===== src/rtl/uart_tx_fifo_if.sv =====
// Processor-side write port and UART-side load port of the transmit FIFO.
// The master drives strobes and txrdy; the slave (the FIFO) drives load, data and status.
interface uart_tx_fifo_if #(
  parameter int AW = 4
);
  logic        wr;
  logic [7:0]  din;
  logic        txrdy;
  logic        clr_ovf;
  logic        load;
  logic [7:0]  dout;
  logic        full;
  logic        empty;
  logic [AW:0] count;
  logic        ovf;

  modport master (
    output wr, din, txrdy, clr_ovf,
    input  load, dout, full, empty, count, ovf
  );

  modport slave (
    input  wr, din, txrdy, clr_ovf,
    output load, dout, full, empty, count, ovf
  );
endinterface


===== src/rtl/uart_tx_fifo.sv =====
// Circular-buffer transmit FIFO feeding a UART one byte per txrdy handshake,
// with a sticky overflow flag and a timeout for a UART that never drops txrdy.
module uart_tx_fifo #(
  parameter int DEPTH = 16,
  parameter int AW    = 4
) (
  input logic         clk,
  input logic         rst,
  uart_tx_fifo_if.slave bus
);
  typedef enum logic [1:0] {
    IDLE    = 2'd0,
    LOAD    = 2'd1,
    WAIT_LO = 2'd2,
    WAIT_HI = 2'd3
  } state_t;

  localparam logic [AW:0] DEPTH_CNT = (AW+1)'(DEPTH);

  state_t        state, state_nxt;
  logic [7:0]    mem [DEPTH];
  logic [AW-1:0] wr_ptr, rd_ptr;
  logic [AW:0]   count;
  logic [3:0]    tmo;
  logic [7:0]    dout_q;
  logic          ovf_q;
  logic          full_c, empty_c;
  logic          pop, accept, drop;

  assign full_c  = (count == DEPTH_CNT);
  assign empty_c = (count == '0);
  assign pop     = (state == LOAD);
  // A full FIFO still takes a write when the LOAD pop frees a slot at the same edge.
  assign accept  = bus.wr && (!full_c || pop);
  assign drop    = bus.wr && full_c && !pop;

  always_ff @(posedge clk) begin
    if (accept) mem[wr_ptr] <= bus.din;
  end

  always_ff @(posedge clk or posedge rst) begin
    if (rst) begin
      wr_ptr <= '0;
      rd_ptr <= '0;
      count  <= '0;
      ovf_q  <= 1'b0;
    end else begin
      if (accept) wr_ptr <= wr_ptr + 1'b1;
      if (pop)    rd_ptr <= rd_ptr + 1'b1;
      case ({accept, pop})
        2'b10:   count <= count + 1'b1;
        2'b01:   count <= count - 1'b1;
        default: count <= count;
      endcase
      if (drop)             ovf_q <= 1'b1;
      else if (bus.clr_ovf) ovf_q <= 1'b0;
    end
  end

  always_ff @(posedge clk or posedge rst) begin
    if (rst) state <= IDLE;
    else     state <= state_nxt;
  end

  always_comb begin
    state_nxt = state;
    case (state)
      IDLE:    if (!empty_c && bus.txrdy) state_nxt = LOAD;
      LOAD:    state_nxt = WAIT_LO;
      WAIT_LO: begin
        if (!bus.txrdy)      state_nxt = WAIT_HI;
        else if (tmo == 4'd15) state_nxt = IDLE;
      end
      WAIT_HI: if (bus.txrdy) state_nxt = IDLE;
      default: state_nxt = IDLE;
    endcase
  end

  always_comb begin
    bus.load = (state == LOAD);
  end

  always_ff @(posedge clk or posedge rst) begin
    if (rst) begin
      dout_q <= '0;
      tmo    <= '0;
    end else begin
      case (state)
        IDLE:    if (state_nxt == LOAD) dout_q <= mem[rd_ptr];
        LOAD:    tmo <= '0;
        WAIT_LO: if (bus.txrdy && tmo != 4'd15) tmo <= tmo + 1'b1;
        default: ;
      endcase
    end
  end

  assign bus.dout  = dout_q;
  assign bus.full  = full_c;
  assign bus.empty = empty_c;
  assign bus.count = count;
  assign bus.ovf   = ovf_q;
endmodule


===== src/flat_wrapper.sv =====
// flat-port wrapper written by rule: the top's interface ports become plain ports
module uart_tx_fifo_flat 
#(
  parameter int DEPTH = 16,
  parameter int AW    = 4
)
  (clk, rst, bus_wr, bus_din, bus_txrdy, bus_clr_ovf, bus_load, bus_dout, bus_full, bus_empty, bus_count, bus_ovf);
  uart_tx_fifo_if #(.AW(AW)) bus_i ();
  input logic clk;
  input logic rst;
  input wire logic [$bits(bus_i.wr)-1:0] bus_wr;
  input wire logic [$bits(bus_i.din)-1:0] bus_din;
  input wire logic [$bits(bus_i.txrdy)-1:0] bus_txrdy;
  input wire logic [$bits(bus_i.clr_ovf)-1:0] bus_clr_ovf;
  output wire logic [$bits(bus_i.load)-1:0] bus_load;
  output wire logic [$bits(bus_i.dout)-1:0] bus_dout;
  output wire logic [$bits(bus_i.full)-1:0] bus_full;
  output wire logic [$bits(bus_i.empty)-1:0] bus_empty;
  output wire logic [$bits(bus_i.count)-1:0] bus_count;
  output wire logic [$bits(bus_i.ovf)-1:0] bus_ovf;
  assign bus_i.wr = bus_wr;
  assign bus_i.din = bus_din;
  assign bus_i.txrdy = bus_txrdy;
  assign bus_i.clr_ovf = bus_clr_ovf;
  assign bus_load = bus_i.load;
  assign bus_dout = bus_i.dout;
  assign bus_full = bus_i.full;
  assign bus_empty = bus_i.empty;
  assign bus_count = bus_i.count;
  assign bus_ovf = bus_i.ovf;
  uart_tx_fifo #(.DEPTH(DEPTH), .AW(AW)) u_core (.clk(clk), .rst(rst), .bus(bus_i));
endmodule

===== config.mk =====
export PLATFORM = sky130hd
export DESIGN_NAME = uart_tx_fifo_flat
export DESIGN_NICKNAME = d
export VERILOG_FILES = /design/src/rtl/uart_tx_fifo_if.sv /design/src/rtl/uart_tx_fifo.sv /design/src/flat_wrapper.sv
export SDC_FILE = /design/constraint.sdc
export NUM_CORES = 1
export LEC_CHECK = 0
export ABC_AREA = 1
export CAP_MARGIN = 20
export CORE_MARGIN = 1.5
export CORE_UTILIZATION = 59
export CTS_CLUSTER_DIAMETER = 200
export DETAILED_ROUTE_END_ITERATION = 8
export GPL_TIMING_DRIVEN = 0
export PLACE_DENSITY = 0.77
export SETUP_SLACK_MARGIN = 0.4
export SYNTH_ARGS = -nofsm -noshare
export SYNTH_HDL_FRONTEND = slang
export SYNTH_SLANG_ARGS = --single-unit

===== constraint.sdc =====
create_clock -name clk -period 2.14 [get_ports clk]
set_input_delay 0.428 -clock clk [delete_from_list [all_inputs] [get_ports clk]]
set_output_delay 0.428 -clock clk [all_outputs]
set_load 0.05 [all_outputs]

== After elaboration in Yosys (flattened, before gate mapping) ==
Memories as Yosys holds them, arrays and structs flattened. A register that Yosys moved wholly into a read port is not among the register bits.
Cells that the tools add are included.

* Bits of input ports: 13
* Logic and storage cells: 50
* Register bits: 20
* Memories kept: 1
* Bits in writable memories: 128

{| class="wikitable"
|+ Memories
! name !! depth !! bits a word !! rd ports !! clocked after Yosys merged registers in !! write ports !! line !! source
|-
| u_core.mem || 16 || 8 || 1 || 1 || 1 || uart_tx_fifo.sv:21 || <nowiki>logic [7:0] mem [DEPTH];</nowiki>
|}

* Eq/ne operators: 10
* Reduce and logical (&&, ||, !) cells: 16
* Add/subtract/negate cells: 5
* Multiplexer cells: 12

{| class="wikitable"
|+ Operators by type and width
! cell !! number
|-
| adder 4 x 1 -> 4 bit, second input constant || 3
|-
| case mux 5 bit (2 select lines) || 1
|-
| two-way mux 2 bit || 4
|-
| case mux 2 bit (4 select lines) || 1
|-
| case mux 4 bit (2 select lines) || 1
|-
| equality test 2 x 1 -> 1 bit, second input constant || 3
|-
| equality test 2 bit, second input constant || 3
|-
| nonzero test 2 bit || 3
|-
| adder 5 x 1 -> 5 bit, second input constant || 1
|-
| equality test 5 bit, second input constant || 1
|-
| logical AND 1 bit || 5
|-
| logical NOT 5 bit || 1
|-
| subtractor 5 x 1 -> 5 bit, second input constant || 1
|-
| equality test 4 bit, second input constant || 1
|-
| two-way mux 1 bit || 4
|-
| two-way mux 4 bit || 1
|-
| != test 4 bit, second input constant || 1
|-
| AND reduction 2 bit || 2
|-
| logical NOT 1 bit || 3
|-
| logical NOT 2 bit || 1
|-
| != test 2 x 1 -> 1 bit, second input constant || 1
|-
| logical OR 1 bit || 1
|}

== Depth between registers and ports, before layout ==
* Depth after elaboration: 7
* Depth in mapped cells: 13
* Gate-level depth less buffers: 13

== Worst setup path after synthesis ==
OpenSTA, ideal clock, no wires.

* Kind: register to register
* From: register u_core.count[1], in the netlist u_core.bus.count[1]
* To: memory u_core.mem[10][0], enable pin
* Data arrival time: 1.837 ns
* Buffers on the path: 0
* Clock period less this slack: 2.207 ns
* Cell stages (with the launch flop): 9
* Path slack: -0.067 ns
* Cell sequence: dfrtp_1 > inv_1 > nand3_1 > nor2_2 > nand2_1 > nand2_1 > inv_2 > nand2_1 > nor2_1

* Cells in the longest elaborated chain, start to end: 6

{| class="wikitable"
|+ Ends and longest elaborated chain
! element !! line !! source
|-
| from (decl) || uart_tx_fifo.sv:23 || <nowiki>logic [AW:0] count;</nowiki>
|-
| from (signal assigned) || uart_tx_fifo.sv:51 || <nowiki>2'b10: count <= count + 1'b1;</nowiki>
|-
| from (signal assigned) || uart_tx_fifo.sv:52 || <nowiki>2'b01: count <= count - 1'b1;</nowiki>
|-
| from (signal assigned) || uart_tx_fifo.sv:53 || <nowiki>default: count <= count;</nowiki>
|-
| equality test 5 bit || uart_tx_fifo.sv:30 || <nowiki>assign full_c = (count == DEPTH_CNT);</nowiki>
|-
| net bus_full || flat_wrapper.sv:17 || <nowiki>output wire logic [$bits(bus_i.full)-1:0] bus_full;</nowiki>
|-
| logical NOT 1 bit || uart_tx_fifo.sv:34 || <nowiki>assign accept = bus.wr && (!full_c || pop);</nowiki>
|-
| logical OR 1 bit || uart_tx_fifo.sv:34 ||
|-
| logical AND 1 bit || uart_tx_fifo.sv:34 ||
|-
| two-way mux 1 bit || uart_tx_fifo.sv:38 || <nowiki>if (accept) mem[wr_ptr] <= bus.din;</nowiki>
|-
| two-way mux 1 bit (implied by the code) || uart_tx_fifo.sv:38 ||
|-
| to (decl) || uart_tx_fifo.sv:21 ||
|}

The timed path passes the listed nets, and every way through them passes these cells.

== Worst setup path in the final report ==
* From: register u_core.count[0], in the netlist u_core.bus.count[0]
* To: output bus_empty

* Cells in the longest elaborated chain, start to end: 1

{| class="wikitable"
|+ Ends and longest elaborated chain
! element !! line !! source
|-
| logical NOT 5 bit || uart_tx_fifo.sv:31 || <nowiki>assign empty_c = (count == '0);</nowiki>
|-
| to (decl) || flat_wrapper.sv:18 || <nowiki>output wire logic [$bits(bus_i.empty)-1:0] bus_empty;</nowiki>
|}

No other way between the ends.

==> out/metrics.csv <==
stage,metric,value,unit
run_status,status,"finished, final reports clean",
sta,Max Transition Viols Final,0,
logic_synthesis,Compound-Gate Fraction of Synth Area,0.0118,
clock_network,Worst-path clk slew,0.06,ns
grt,All-Layer GR Usage,0.294,
worst_setup_path,"Data arrival, critical path",1.49,ns
worst_setup_path,CP Cell Sequence,"nor2_4, nand3_4, inv_2, nand2_2, inv_1, buf_6",
route,drt pass-1 iters,7,
worst_setup_path,slowest CP cell,dfrtp_2,
grt,largest net degree at the start of global routing,29,
route,vias,5084,
sta,worst hold slack,0.291,ns
worst_setup_path,FF-to-FF path depth,11,
clock_network,Hold Buf Count CTS,0,
worst_setup_path,flop2flop setup slack,0.29,ns
sta,Tmin final,1.91,ns
logic_synthesis,"Seq/Total Area, Yosys",0.651,
finish,share of layout cells above drive strength 1,0.179,
sta,TNS Setup,0,ns
clock_network,root buffer cell,clkbuf_16,
placed_design,pre-CTS setup slack,-0.0490,ns
worst_setup_path,Worst R2R End,u_core.mem[5][1],
finish,design area,8560,um2
floorplan,die height,112,um
logic_synthesis,Post-Synth Simple-Gate Area,0.217,
sta,fmax,0.523,GHz
sta,final hold violation count,0,
clock_network,clk buf depth,2,
sta,Final setup viols,0,
placed_design,Port Buffers,29,
sta,Tightest Pin Transition,0.823,ns
logic_synthesis,syn avg cell area,9.92,um2
finish,fill count,736,
worst_setup_path,worst setup path startpoint,u_core.bus.count[0],
route,starting DRC count in detailed routing,541,
power,leakage power,3.80,nW
worst_setup_path,critical path type,flip-flop to output port,
sta,Tcrit/Tclk final,0.894,
logic_synthesis,syn_nets,726,
logic_synthesis,Syn Inst Count,703,
placed_design,HPWL after DPL,11.2,mm
clock_network,TritonCTS clock tree,done,
logic_synthesis,XOR/XNOR Fraction of Synth Area,0.0113,
floorplan,Core ar.,11500,um2
floorplan,die area,12500,um2
worst_setup_path,type of destination of the critical path,output port,
logic_synthesis,Synthesis Warnings,0,
logic_synthesis,number of synthesized register bits,156,
grt,GRT overflow,0,
floorplan,Initial Util,0.608,
logic_synthesis,largest family of logic cells by synthesized area,simple AND/OR/NAND/NOR gates,
power,peak supply drop,0.00134,V
logic_synthesis,adder-cell share of the synthesized area,0.0190,
sta,Setup Skew,0.00665,ns
sta,Slew HR,0.450,
power,pwr dens,1430,nW/um2
finish,area grow syn2layout,22.7,%
worst_hold_path,Hold Path Class,input port to async pin,
worst_setup_path,crit start category,flip-flop,
worst_setup_path,crit path to,bus_empty,
worst_setup_path,Crit Path Max Fanout,2,
grt,vias in the first global route,5018,
logic_synthesis,Synth cell types,27,
placed_design,GPL Wtd Cong,0.924,
logic_synthesis,cell area after synthesis,6980,um2
placed_design,Area after DPL,7670,um2
floorplan,io pins,30,
finish,n_diodes,0,
worst_setup_path,Worst R2R Start,u_core.bus.count[0],
clock_network,clk_lat worst skew,0.43,ns
floorplan,Die Wd,112,um
job,Max Cap Violations,0,
route,DRC errors left,0,
route,"antenna viol nets, final",0,
floorplan,row count,39,
worst_setup_path,CP max stage delay,0.43,ns
route,vias per cell,5.45,
sta,RSZ-0062 raised after global routing,true,
grt,first-pass GRT wire length,26.9,mm
worst_setup_path,Worst Path Required,1.71,ns
clock_network,Num CTS Buffers,17,
clock_network,H-tree Lvls,4,
route,WL per Instance,18.9,um
grt,initial antenna violation count,0,
sta,setup ws final,0.226,ns
finish,"Net count, final",799,
route,total routed wirelength,17.6,mm
logic_synthesis,multiplexer share of the synthesized area,0,
clock_network,CTS Sinks,156,
[critical path, delay by kind of cell (launching register included)]
| kind | cells | cell delay, ns |
|---|---|---|
| flip-flops | 1 | 0.43 |
| AND/OR/NAND/NOR | 3 | 0.32 |
| buffers and inverters | 3 | 0.30 |
[metrics by stage]
stage	total power, mW	util	cells
2_1_floorplan	7.19	-	703
3_3_place_gp	8.45	0.669	875
3_5_place_dp	8.58	0.669	875
4_1_cts	11.9	0.733	922
5_1_grt	12.8	0.746	932
6_report	12.2	0.746	932
[cell usage after synthesis (all sizes together)]
cell | n | area [um2]
nor3 | 2 | 10.0
o22ai | 1 | 6.26
xnor2 | 1 | 8.76
o21ai | 11 | 55.1
dfrtp | 28 | 701
fa | 1 | 20.0
nand4 | 1 | 6.26
nand2 | 235 | 887
edfxtp | 128 | 3840
nand3 | 103 | 515
nor2 | 20 | 85.1
xor2 | 8 | 70.1
or3b | 1 | 8.76
clkinv | 2 | 7.51
a31oi | 1 | 6.26
ha | 9 | 113
buf | 22 | 145
inv | 124 | 465
clkbuf | 2 | 7.51
a21oi | 3 | 15.0
[metal layers]
layer,global-route usage,vias up,share of wire
met5,0,-,0
met3,0.0680,39,0.067
li1,-,2394,-
met4,0.119,0,0.026
met2,0.481,188,0.51
met1,0.383,2463,0.40
[worst min path at each step]
stage,to,from
detailed placement,u_core.bus.dout[7],u_core.bus.dout[7]
global route,u_core.bus.dout[1],rst
CTS,u_core.bus.dout[7],u_core.bus.dout[7]
finish,u_core.bus.dout[1],rst
global placement,u_core.bus.dout[2],u_core.bus.dout[2]
floorplan,u_core.tmo[1],u_core.tmo[1]
[where the power goes]
| part | leakage, nW | internal, mW | switching (mW) |
|---|---|---|---|
| logic | 2.00 | 1.62 | 3.42 |
| registers | 1.50 | 3.77 | 0.242 |
| clock network | 0.304 | 2.03 | 1.12 |
| total | 3.80 | 7.41 | 4.78 |
[flip-flops by register name, indices dropped and copies added, names as in the netlist]
| register | cells |
|---|---|
| u_core.bus.ovf | 1 |
| u_core.bus.count | 5 |
| u_core.wr_ptr | 4 |
| u_core.state | 2 |
| u_core.rd_ptr | 4 |
| u_core.bus.dout | 8 |
| u_core.mem | 128 |
| u_core.tmo | 4 |
[layout make-up]
class,count,area [um2],area share
inverter,126,488,0.0570
clock buffer,23,478,0.0559
timing repair inverter,1,6.26,0.000731
buffer,24,168,0.0196
sequential,156,4550,0.532
tap,143,179,0.0209
timing repair buffer,53,464,0.0542
multi-input combinational,397,2080,0.243
clock inverter,9,141,0.0165
[logic make-up (layout without fill, tap and decap cells)]
kind of cell	count (synthesis)	after routing
compound gates	16	16
xor+xnor	9	9
fa+ha+maj	10	10
buf+inv	150	236
flops	156	156
simple gates	362	362
[repair_timing]
action	4_1_cts	5_1_grt
setup endpoints to repair	147	151
resized for setup	60	42
pin swaps	4	10
setup buffers	14	9
cloned	1	0
[placed cells by master, fill, tap and decap left out, drive strengths merged, types with 2 or more instances in the layout]
| cell type | count |
|---|---|
| dlygate4sd2 | 2 |
| xor2 | 8 |
| ha | 9 |
| o21ai | 11 |
| clkdlybuf4s15 | 3 |
| bufinv | 4 |
| nor2 | 20 |
| inv | 124 |
| clkinv | 8 |
| edfxtp | 128 |
| clkdlybuf4s50 | 11 |
| buf | 48 |
| clkbuf | 36 |
| nor3 | 2 |
| dfrtp | 28 |
| nand2 | 235 |
| nand3 | 103 |
| a21oi | 3 |
(Power assumes the default switching activity.)
==> RTL change 1 (same flow settings) <==
Encoding of `state_t`: now one-hot (4 bits for 4 states).
--- a/src/rtl/uart_tx_fifo.sv
+++ b/src/rtl/uart_tx_fifo.sv
@@ -9,9 +9,9 @@
   uart_tx_fifo_if.slave bus
 );
-  typedef enum logic [1:0] {
-    IDLE    = 2'd0,
-    LOAD    = 2'd1,
-    WAIT_LO = 2'd2,
-    WAIT_HI = 2'd3
+  typedef enum logic [3:0] {
+    IDLE    = 4'b0001,
+    LOAD    = 4'b0010,
+    WAIT_LO = 4'b0100,
+    WAIT_HI = 4'b1000
   } state_t;
 
Function: same outputs for any inputs over 10 cycles, from zero or initial values and one cycle with rst high; not proved beyond that.
==> RTL change 1 against the unedited design <==
Routed wire length is 4.1% lower; critical path depth grew 3; hold slack improved by 0.063 ns; cell count increased by 1.3%; final area is 1.2% higher; total power is 4.7% lower; synthesized area rose by 3.4%; first-iteration DRC count shrank 5.2%; setup slack got worse by 0.0067 ns; sequential cell count up 2; largest power group unchanged.
==> RTL change 1: results <==
[critical_path]
path_max_fanout = 8
r2r-end = u_core.mem[15][6]$_DFFE_PP_
critPathMaxStageDelay_ns = 0.53
reg2reg_slack_ns = 0.22
cp.arrival_ns = 2.11
path_class = reg2reg
crit_start = u_core.state[0]$_DFF_PP1_
crit_slowest_cell = dfstp_2
r2r_cells = 9

[grt]
grt_pass1_wl_microns = 25800
grt_busiest_layer = met2
grt_util_all_layers_pct = 27.3
grtUsageMet2_pct = 43.5
grt_pass1_vias = 4948
met1_usage_pct = 36.0
grt_max_degree = 21
grt_util_met3_pct = 6.64

[cts]
root_buffer = clkbuf_16
cts-resized-gates = 71
cts_inserted_buffers = 17
h-tree-depth = 4
cts_setup_buffers = 13

[power]
swShare_pct = 40.0
p_seq_share_pct = 35.3
peakVddDrop_v = 0.000811
comb_power_share_pct = 40.4
p_leak_nw = 3.79

[hold_path]
hold_path.class = in2async

[detailed_routing]
wl_per_cell_microns = 17.9
vias_per_cell = 5.44
drt-met1-wl_microns = 6750
wl_met3_microns = 1330
wl_met2_microns = 8220
drtIter0Drc = 513
dr.pass1.iters = 8

[finish]
largest_register_ffs = 128
num-fill-cells = 811
drive_gt1_share_pct = 18.3
nNetsFinal = 807

[yosys]
synth_cell_types = 36
netlist_top_cells_area = edfxtp_1 (53%), nand2_1 (11%), dfrtp_1 (10%)
async_flop_share_pct = 19.0
synth_commonest_cells = nand2_1 (215), edfxtp_1 (128), inv_1 (114)
ys.flop_type = edfxtp_1
syn-num-nets = 735
yosysWarnings = 0
ys_seq_area_share_pct = 63.7

[sta]
min_period_over_period_pct = 89.7
slew_headroom_pct = 41.7
finClkSkew_ns = 0.00772

[placement]
postPlaceCellArea_sq_um = 7750
gp_congestion = 0.914
place_ws_ns = -0.138
dp_hpwl_microns = 10900
port_buffers = 29

[status]
status = completed
-- RTL change 1: worst min path at each step --
stage	start	slack (ns)	to	cells past startpoint
finish	rst	0.35	u_core.bus.dout[6]$_DFFE_PP0P_	2
global route	rst	0.40	u_core.bus.dout[2]$_DFFE_PP0P_	2
CTS	rst	0.36	u_core.bus.dout[5]$_DFFE_PP0P_	2
detailed placement	u_core.bus.dout[1]$_DFFE_PP0P_	0.47	u_core.bus.dout[1]$_DFFE_PP0P_	2
global placement	u_core.bus.dout[1]$_DFFE_PP0P_	0.47	u_core.bus.dout[1]$_DFFE_PP0P_	2
floorplan	bus_txrdy	0.49	u_core.state[3]$_DFF_PP0_	1
-- RTL change 1: cells by family after synthesis --
family	after synthesis	synth area share, %
buf+inv	146	8.50
flops	158	63.7
xor+xnor	9	1.09
simple gates	375	23.7
fa+ha+maj	10	1.84
compound gates	14	1.21
-- RTL change 1: final cells by class --
cell class	count	area, sq um	share of cell area [%]
clock inverter	9	86.3	0.997
multi-input combinational	408	2190	25.3
clock buffer	23	468	5.40
timing repair inverter	1	6.26	0.0722
timing repair buffer	52	503	5.81
sequential	158	4600	53.1
inverter	121	467	5.39
buffer	25	155	1.79
tap	147	184	2.12
-- RTL change 1: metrics by stage --
step                power, mW  cells  util, %  setup TNS [ns]
finish                   11.6    944     72.4               0
global route             12.2    944     72.4               0
CTS                      11.4    934     71.4               0
detailed placement       8.36    889     64.8           -4.74
global placement         8.17    888     64.6           -2.08
floorplan                7.08    712        -               0
-- RTL change 1: worst max-delay path, delay by kind of cell (launching register included) --
| kind | cells | cell delay (ns) |
|---|---|---|
| buffers and inverters | 5 | 0.52 |
| AO/OA/AOI/OAI | 1 | 0.31 |
| flip-flops | 1 | 0.53 |
| AND/OR/NAND/NOR | 3 | 0.31 |
==> RTL change 2 (same flow settings) <==
Without the edit above. `DEPTH` is set to 16 in 2 places; all go to 8.
--- a/src/rtl/uart_tx_fifo.sv
+++ b/src/rtl/uart_tx_fifo.sv
@@ -2,5 +2,5 @@
 // with a sticky overflow flag and a timeout for a UART that never drops txrdy.
 module uart_tx_fifo #(
-  parameter int DEPTH = 16,
+  parameter int DEPTH = 8,
   parameter int AW    = 4
 ) (
--- a/src/flat_wrapper.sv
+++ b/src/flat_wrapper.sv
@@ -2,5 +2,5 @@
 module uart_tx_fifo_flat 
 #(
-  parameter int DEPTH = 16,
+  parameter int DEPTH = 8,
   parameter int AW    = 4
 )
Formal check against the unedited RTL: not equivalent (Yosys sat finds a counterexample within 10 cycles, from zero or initial values and one cycle with rst high).
==> RTL change 2 against the unedited design <==
Sequential cell count fell by 66; final area fell by 43%; cell count fell by 44%; fmax rose by 7.4%; synthesized cell count fell by 47%; total power fell by 45%; synthesized area fell by 44%; setup slack improved by 0.13 ns; core utilization rose by 2.1 points; hold slack got worse by 0.021 ns; clock skew fell by 0.0019 ns; routed wire length fell by 50%; largest power group unchanged.
==> RTL change 2: results <==
[detailed_routing]
dr.pass1.iters = 6
vias_per_cell = 5.61
wl_microns = 8860
drtIter0Drc = 312

[job]
cap_violations = 0

[yosys]
async_flop_share_pct = 28.9
synth_largest_type_area_fraction_pct = 49.3
netlist_top_cells_area = edfxtp_1 (49%), dfrtp_1 (17%), nand2_1 (13%)
syn-num-nets = 394
yosysWarnings = 0
synth_cell_types = 25
ys.flop_type = edfxtp_1
synth_commonest_cells = nand2_1 (135), edfxtp_1 (64), nand3_1 (61)
ys_seq_area_share_pct = 66.0
synth_edf_count = 64

[placement]
place_ws_ns = -0.357
dp_hpwl_microns = 5280
gp_congestion = 0.828
port_buffers = 29
postPlaceCellArea_sq_um = 4310

[critical_path]
cp_top_family = flip-flops
path_max_fanout = 5
crit_slowest_cell = dfrtp_2
critPathMaxStageDelay_ns = 0.47
cp.arrival_ns = 1.35

[finish]
drive_gt1_share_pct = 22.4
largest_register_ffs = 64
multi_input_area_sq_um = 1310
nNetsFinal = 457
n_antenna_cell = 0
num-fill-cells = 390
top_register = u_core.mem

[cts]
clockBufferDepth = 2
cts_inserted_buffers = 9
cts-resized-gates = 50
h-tree-depth = 3
clk_pin_slew_ns = 0.08
clock_latency_ns = 0.35
root_buffer = clkbuf_8
cts_setup_buffers = 12

[hold_path]
hold_path.class = in2async

[grt]
grt_util_all_layers_pct = 25.8
grt_max_degree = 27
grt_pass1_vias = 2729
grt_pass1_wl_microns = 13600
antenna_found_initial = 0

[power]
p_leak_nw = 2.09
peakVddDrop_v = 0.00106

[sta]
worstMarginPinSlew_ns = 0.498
finClkSkew_ns = 0.00470

[status]
status = completed
==> RTL change 2: changes by cell type in the layout (fill, tap and decap cells not counted), moves of 7 or more <==
| cell | change |
|---|---|
| buf_12 | +7 |
| nand3_1 | -42 |
| edfxtp_1 | -64 |
| buf_6 | -7 |
| inv_1 | -95 |
| dlygate4sd2_1 | +9 |
| clkbuf_16 | -17 |
| nand2_1 | -95 |
| buf_4 | -8 |
==> RTL change 2: metrics by stage <==
| step | TNS, ns | cells | power (mW) | hold slack [ns] |
|---|---|---|---|---|
| after floorplan | 0 | 374 | 4.39 | 0.468 |
| after global placement | -6.07 | 480 | 5.15 | 0.463 |
| after detailed placement | -7.73 | 480 | 5.24 | 0.467 |
| after CTS | 0 | 507 | 6.46 | 0.484 |
| after global routing | 0 | 518 | 7.16 | 0.264 |
| final | 0 | 518 | 6.76 | 0.271 |
==> RTL change 2: worst register-to-register path, delay by kind of cell (launching register included) <==
family | cells | cell delay, ns
buffers and inverters | 1 | 0.10
AND/OR/NAND/NOR | 6 | 0.87
flip-flops | 1 | 0.45
==> RTL change 2: final timing paths <==
path | from | end | slack, ns | cells after the start
max in group asynchronous | rst | u_core.bus.count[2]$_DFFE_PP0P_ | 1.48 | 3
min in group clk | u_core.bus.dout[3]$_DFFE_PP0P_ | u_core.bus.dout[3]$_DFFE_PP0P_ | 0.48 | 2
setup reg to reg | u_core.bus.count[3]$_DFFE_PP0P_ | u_core.mem[5][6]$_DFFE_PP_ | 0.39 | 7
hold reg to reg | u_core.bus.dout[3]$_DFFE_PP0P_ | u_core.bus.dout[3]$_DFFE_PP0P_ | 0.48 | 2
setup / recovery | u_core.bus.count[1]$_DFFE_PP0P_ | bus_empty | 0.36 | 4
hold / removal | rst | u_core.state[1]$_DFF_PP0_ | 0.27 | 2
==> RTL change 2: kinds of logic after synthesis <==
family	Yosys count	share of synthesized area, %
xor gates and xnor gates	4	0.898
and+or+nand+nor	225	25.0
DFF	90	66.0
AOI/OAI and AO/OA	11	1.54
buffers and inverters	37	4.20
adders and majority gates	7	2.44
==> RTL change 2: where the power goes <==
part / switching (mW) / total [mW] / internal (mW)
registers: 0.238 / 2.49 / 2.25
logic: 2.08 / 3.17 / 1.09
clock network: 0.569 / 1.10 / 0.532
==> RTL change 2: cell type report <==
type                            instances  share of cell area [%]
Clock buffer                           10                    2.61
Multi-Input combinational cell        247                    26.8
Buffer                                 11                    1.33
Inverter                               26                    2.15
Timing Repair Buffer                   52                    11.3
Tap cell                               77                    1.97
Sequential cell                        90                    52.7
Clock inverter                          5                    1.15
==> RTL change 2: metal layers <==
layer  GRT usage [%]  routed length [microns]  up-vias
met5               0                        0        -
met4            10.1                      106        0
met3            5.01                      577        9
met2            41.6                     4530      127
met1            35.0                     3650     1395
li1                -                        -     1373
